## src/rtl/pipe_skid_reg.sv

```systemverilog
// rtl/pipe_skid_reg.sv - elastic two-entry skid pipeline register with flush and freeze
module pipe_skid_reg #(
    parameter int WIDTH      = 64,
    parameter bit CLEAR_DATA = 1'b1
) (
    input  logic             clk,
    input  logic             rst,
    input  logic             flush,
    input  logic             freeze,
    input  logic             in_valid,
    output logic             in_ready,
    input  logic [WIDTH-1:0] in_data,
    output logic             out_valid,
    input  logic             out_ready,
    output logic [WIDTH-1:0] out_data,
    output logic [1:0]       occupancy
);

    typedef enum logic [1:0] {
        EMPTY = 2'd0,
        ONE   = 2'd1,
        TWO   = 2'd2
    } state_t;

    state_t           state;
    logic [WIDTH-1:0] main_q;
    logic [WIDTH-1:0] skid_q;
    logic             push;
    logic             pop;

    // in_ready is a function of registered state only, so out_ready never reaches it
    assign in_ready  = (state != TWO) & ~freeze & rst;
    assign out_valid = (state != EMPTY) & ~freeze;
    assign push      = in_valid & in_ready;
    assign pop       = out_valid & out_ready;
    assign out_data  = main_q;
    assign occupancy = state;

    always_ff @(posedge clk) begin
        if (!rst) begin
            state  <= EMPTY;
            main_q <= '0;
            skid_q <= '0;
        end else if (flush) begin
            state <= EMPTY;
            if (CLEAR_DATA) begin
                main_q <= '0;
                skid_q <= '0;
            end
        end else if (!freeze) begin
            case (state)
                EMPTY: begin
                    if (push) begin
                        state  <= ONE;
                        main_q <= in_data;
                    end
                end
                ONE: begin
                    if (push && pop) begin
                        main_q <= in_data;
                    end else if (push) begin
                        state  <= TWO;
                        skid_q <= in_data;
                    end else if (pop) begin
                        state <= EMPTY;
                    end
                end
                TWO: begin
                    if (pop) begin
                        state  <= ONE;
                        main_q <= skid_q;
                    end
                end
                default: state <= EMPTY;
            endcase
        end
    end

endmodule

```

## config.mk

```make
export PLATFORM = sky130hd
export DESIGN_NAME = pipe_skid_reg
export DESIGN_NICKNAME = d
export VERILOG_FILES = /design/src/rtl/pipe_skid_reg.sv
export SDC_FILE = /design/constraint.sdc
export NUM_CORES = 1
export LEC_CHECK = 0
export ABC_CLOCK_PERIOD_IN_PS = 1620
export CAP_MARGIN = 20
export CORE_MARGIN = 2
export CORE_UTILIZATION = 60
export DETAILED_ROUTE_END_ITERATION = 8
export DONT_BUFFER_PORTS = 1
export HOLD_SLACK_MARGIN = 0.03
export PLACE_DENSITY = 0.85
export SYNTH_ARGS = -nofsm -noshare
export SYNTH_HDL_FRONTEND = slang
export SYNTH_SLANG_ARGS = --single-unit
```

## constraint.sdc

```tcl
create_clock -name clk -period 1.62 [get_ports clk]
set_input_delay 0.405 -clock clk [delete_from_list [all_inputs] [get_ports clk]]
set_output_delay 0.405 -clock clk [all_outputs]
set_load 0.01 [all_outputs]
```

After elaboration in Yosys (flattened, before gate mapping)
Index checks and enable logic that the tools add are counted.
- bits in registers: 130
- latch bits: 0
- memory bits (writable): 0
- bits in read-only memories: 0
- input bits: 70
- memories: 0
- add/subtract/negate cells: 0
- multipliers: 0
- divide/modulo/power cells: 0
- magnitude comparators: 0
- equal/unequal tests: 8
- shift-type cells: 0
- muxes and demuxes: 10
- bitwise logic cells: 8
- reductions and logical operators: 8
- operators with widths (kind ; number):
    64-bit 2-to-1 mux ; 3
    64-bit case mux with 3 select lines ; 1
    2-bit 2-to-1 mux ; 5
    2-bit inequality test (second input constant) ; 5
    5-bit AND reduction ; 2
    2-bit case mux with 3 select lines ; 1
    1-bit AND ; 5
    4-bit AND reduction ; 1
    3-bit inequality test (second input constant) ; 1
    1-bit NOT ; 3
    3-bit nonzero test ; 1
    2-bit by 1-bit == test with 1-bit output (second input constant) ; 1
    2-bit == test (second input constant) ; 1
    2-bit zero test ; 1
    2-bit nonzero test ; 1
    2-bit OR reduction ; 1
    1-bit logical AND ; 1

Logic depth before layout (Yosys ltp)
- word-level depth: 7
- depth in mapped cells: 6
- depth with buffers taken out: 3

Worst setup path after synthesis
OpenSTA, ideal clock, no wires.
- path type: register to output
- from: reg state[0] (netlist: occupancy[0])
- to: out in_ready
- data arrival time: 1167 ps
- data required time: 1215 ps
- setup slack: 48 ps
- cell stages (with the launch flop): 5
- path buffers: 2
- cells stage by stage: dfxtp_1 nand2b_1 buf_6 buf_4 and3b_1
- word-level cells in the longest chain between the ends: 3
- RTL lines (element ; RTL line ; source):
    start, declared ; 25 ; state_t state;
    start signal, assigned ; 41 ; state <= EMPTY;
    start signal, assigned ; 45 ; state <= EMPTY;
    start signal, assigned ; 54 ; state <= ONE;
    2-bit inequality test ; 32 ; assign in_ready = (state != TWO) & ~freeze & rst;
    1-bit AND (2 in a row) ; 32 ;
    end, declared ; 11 ; output logic in_ready,
No other way between the ends.

Worst setup path after layout
- from: reg state[1] (netlist: occupancy[1])
- to: out in_ready
The elaborated chain is that of the path after synthesis.

==> flow_summary.ini <==
[outcome]
run_status = complete, but fails checks
violations = negative setup slack

[clock_tree]
cts_sinks = 130
htree_num_levels = 4
clk-insertion-delay-late_ps = 520
cts-root-buf = clkbuf_8
cts_tree = yes
clockBufferDepth = 2
clkSlewWorstSetupHoldPaths_ps = 60
cts-buffers-inserted = 17

[grt]
grt_pass1_wl_um = 27500
global_route.usage.met2 = 0.528
gr-total-overflow = 0
groute.usage.overall = 0.314
grt_start_max_net_pins = 71
number_of_global_route_vias_before_repair = 5365
grtUsageMet1 = 0.360
grt_busiest_layer = met2
antenna_found_initial = 0
gr_layer_usage_met3 = 0.113

[floorplanning]
die-height_um = 104
core_mm2 = 0.00977
placement_rows = 36
initial_cell_density_of_the_core = 0.617
dieWidth_um = 104
ios = 138
die-area_mm2 = 0.0109

[yosys]
ys_seq_elements = 130
synth_nets = 684
async_flop_share = 0
postSynthCellCount = 614
synth_enable_flop_cells = 0
synth_ff_type = dfxtp_1
synthesized_area_fraction_occupied_by_ao_oa_aoi_and_oai_cells = 0.325
synth.cell_area_mm2 = 0.00603
synth-warning-count = 0
synth_simple_gate_area_share = 0.0685
yosys.area_share.adder = 0
synth_top_family_by_area = compound AO/OA/AOI/OAI gates
post_synthesis_sequential_area_ratio = 0.431
synth-xor-area-share = 0
post_synth_mux_area_share = 0.106
ys_types = 27
synthesized_area_divided_by_synthesized_cell_count_um2 = 9.82

[sta]
grt_setup_unrepaired = yes
skew_ps = 8.81
timing.fmax_mhz = 594
post-route-worst-setup-slack_ps = -62.6
relSlewSlack = 0.741
final.hold.worst_slack_ps = 56.1
period_share = 1.04
drv_slew = 0
finalHoldViolCount = 0
max_slew.worst_pin.slew_ps = 389
finalSetupViolCount = 2
finalWorstPathRequiredPeriod_ps = 1680

[place]
place_hpwl_um = 9540
io_buffers = 0
dpl-instance-area_mm2 = 0.00616
gp_congestion = 0.804
dp_worst_setup_slack_ps = 77.5

[layout]
area_of_combinational_cells_with_multiple_inputs_mm2 = 0.00309
seqCellArea_mm2 = 0.00261
final_util = 0.768
area_delta_synth_final_pct = 24.4
inserted_diodes = 0
final_layout_size_suffix_gt1_frac = 0.207
nNetsFinal = 709
nFillCells = 624
finish.instance_area_mm2 = 0.00750

[route]
post_drt_wl_per_cell_um = 22.0
routed_via_density = 6.68
postRouteWirelength_um = 17300
drc_errors = 0
route.vias.total = 5246
drtPass1Iterations = 5
antenna_left = 0
drt-initial-drc-count = 403

[flow_run]
drv_cap = 0

[setup_path]
timing.critical_path.to_type = output port
cp.buffers_inverters = 1
critical_path.slowest_cell = dfxtp_2
cell_type_group_with_the_largest_total_delay_on_the_critical_path = flip-flops
crit_chain = buf_8 -> nand2b_4 -> and3b_2
arrival_time_of_data_at_the_critical_path_endpoint_ps = 1280
critical_path_required_ps = 1210
path_max_fanout = 7
worstSetupPathType = reg -> out
startpoint_type = flip-flop
worst_path_largest_cell_delay_ps = 340

[worst_hold_path]
hold_path_class = in -> reg

[power_and_ir_drop]
vdd.ir_drop.worst_mv = 0.667
power.leakage_nw = 2.78
power-per-cell-area_mw_per_mm2 = 1100
power_mw = 8.22
==> metrics by stage <==
| stage | instances | TNS, ps |
|---|---|---|
| after floorplan | 614 | 0 |
| final | 785 | -70.3 |
| after CTS | 784 | -145 |
| after detailed placement | 691 | 0 |
| after global routing | 785 | -165 |
| after global placement | 691 | 0 |
==> sequential cells by signal, indices dropped and copies added, names as in the netlist <==
name / cells
occupancy: 2
out_data: 64
skid_q: 64
==> synthesized netlist by cell type (2+ instances only) <==
cell,instances,share of area
dfxtp_1,130,0.43
a211oi_1,68,0.085
a21oi_1,68,0.056
o21ai_0,65,0.054
mux2i_1,64,0.11
nand3_1,64,0.053
a211oi_2,60,0.12
clkbuf_1,30,0.019
buf_2,29,0.024
buf_6,7,0.013
buf_4,6,0.0075
buf_1,3,0.0019
nand2b_1,3,0.0031
clkbuf_4,2,0.0025
inv_1,2,0.0012
nand3b_1,2,0.0025
==> cells by family (layout without fill, tap and decap cells) <==
family	after synthesis	after routing
and+or+nand+nor	76	76
AOI/OAI and AO/OA	265	265
buffers and inverters	79	117
muxes	64	64
DFF	130	130
==> power breakdown <==
part	internal, mW	total [mW]	switching (mW)
Clock	2.94	4.38	1.44
Sequential	3.23	3.28	0.0486
Combinational	0.251	0.554	0.303
==> layout make-up <==
| cell class | count | area share |
|---|---|---|
| Clock inverter | 12 | 0.0302 |
| Sequential cell | 130 | 0.348 |
| Tap cell | 133 | 0.0222 |
| Clock buffer | 20 | 0.0607 |
| Timing Repair Buffer | 83 | 0.127 |
| Multi-Input combinational cell | 405 | 0.412 |
| Inverter | 2 | 0.00133 |
==> cell usage in the layout, fill, tap and decap left out, types with 2 or more instances in the layout <==
cell type / n
nand3_1: 64
clkbuf_16: 16
buf_4: 8
bufinv_16: 6
o21ai_0: 65
mux2i_1: 64
clkinv_4: 2
a211oi_2: 63
clkinvlp_4: 2
buf_6: 3
a211oi_1: 65
clkbuf_8: 4
nand2b_4: 3
dlygate4sd3_1: 58
dfxtp_1: 128
nand3b_1: 2
a21oi_1: 67
buf_12: 13
==> worst reg2reg max path: cells and delay by family (launching register included) <==
| kind | cells | cell delay (ps) |
|---|---|---|
| simple gates | 1 | 80 |
| flops | 1 | 330 |
| compound gates | 1 | 120 |
| mux | 1 | 360 |
| buf+inv | 3 | 560 |
==> routing by layer <==
metal | part of all wire | vias up | wire [µm]
met5 | 0 | - | 0
met4 | 0.018 | 0 | 317
met3 | 0.084 | 33 | 1460
met2 | 0.51 | 239 | 8790
met1 | 0.39 | 2576 | 6730
li1 | - | 2398 | -
==> timing repair <==
action	CTS	global route
gates resized for setup	9	8
hold buffers	58	0
pin swaps	2	1
endpoints found under the setup margin	2	13
endpoints found under the hold margin	58	0
setup buffers	3	1
==> path summary, 6_finish.rpt <==
check | from | to | slack, ps | depth (start not counted)
setup / recovery | occupancy[1] | in_ready | -60 | 3
hold / removal | in_data[0] | skid_q[0] | 60 | 2
setup reg to reg | occupancy[1] | out_data[37] | 60 | 6
hold reg to reg | skid_q[1] | skid_q[1] | 470 | 2
No activity file was read; power rests on OpenSTA's default activity.
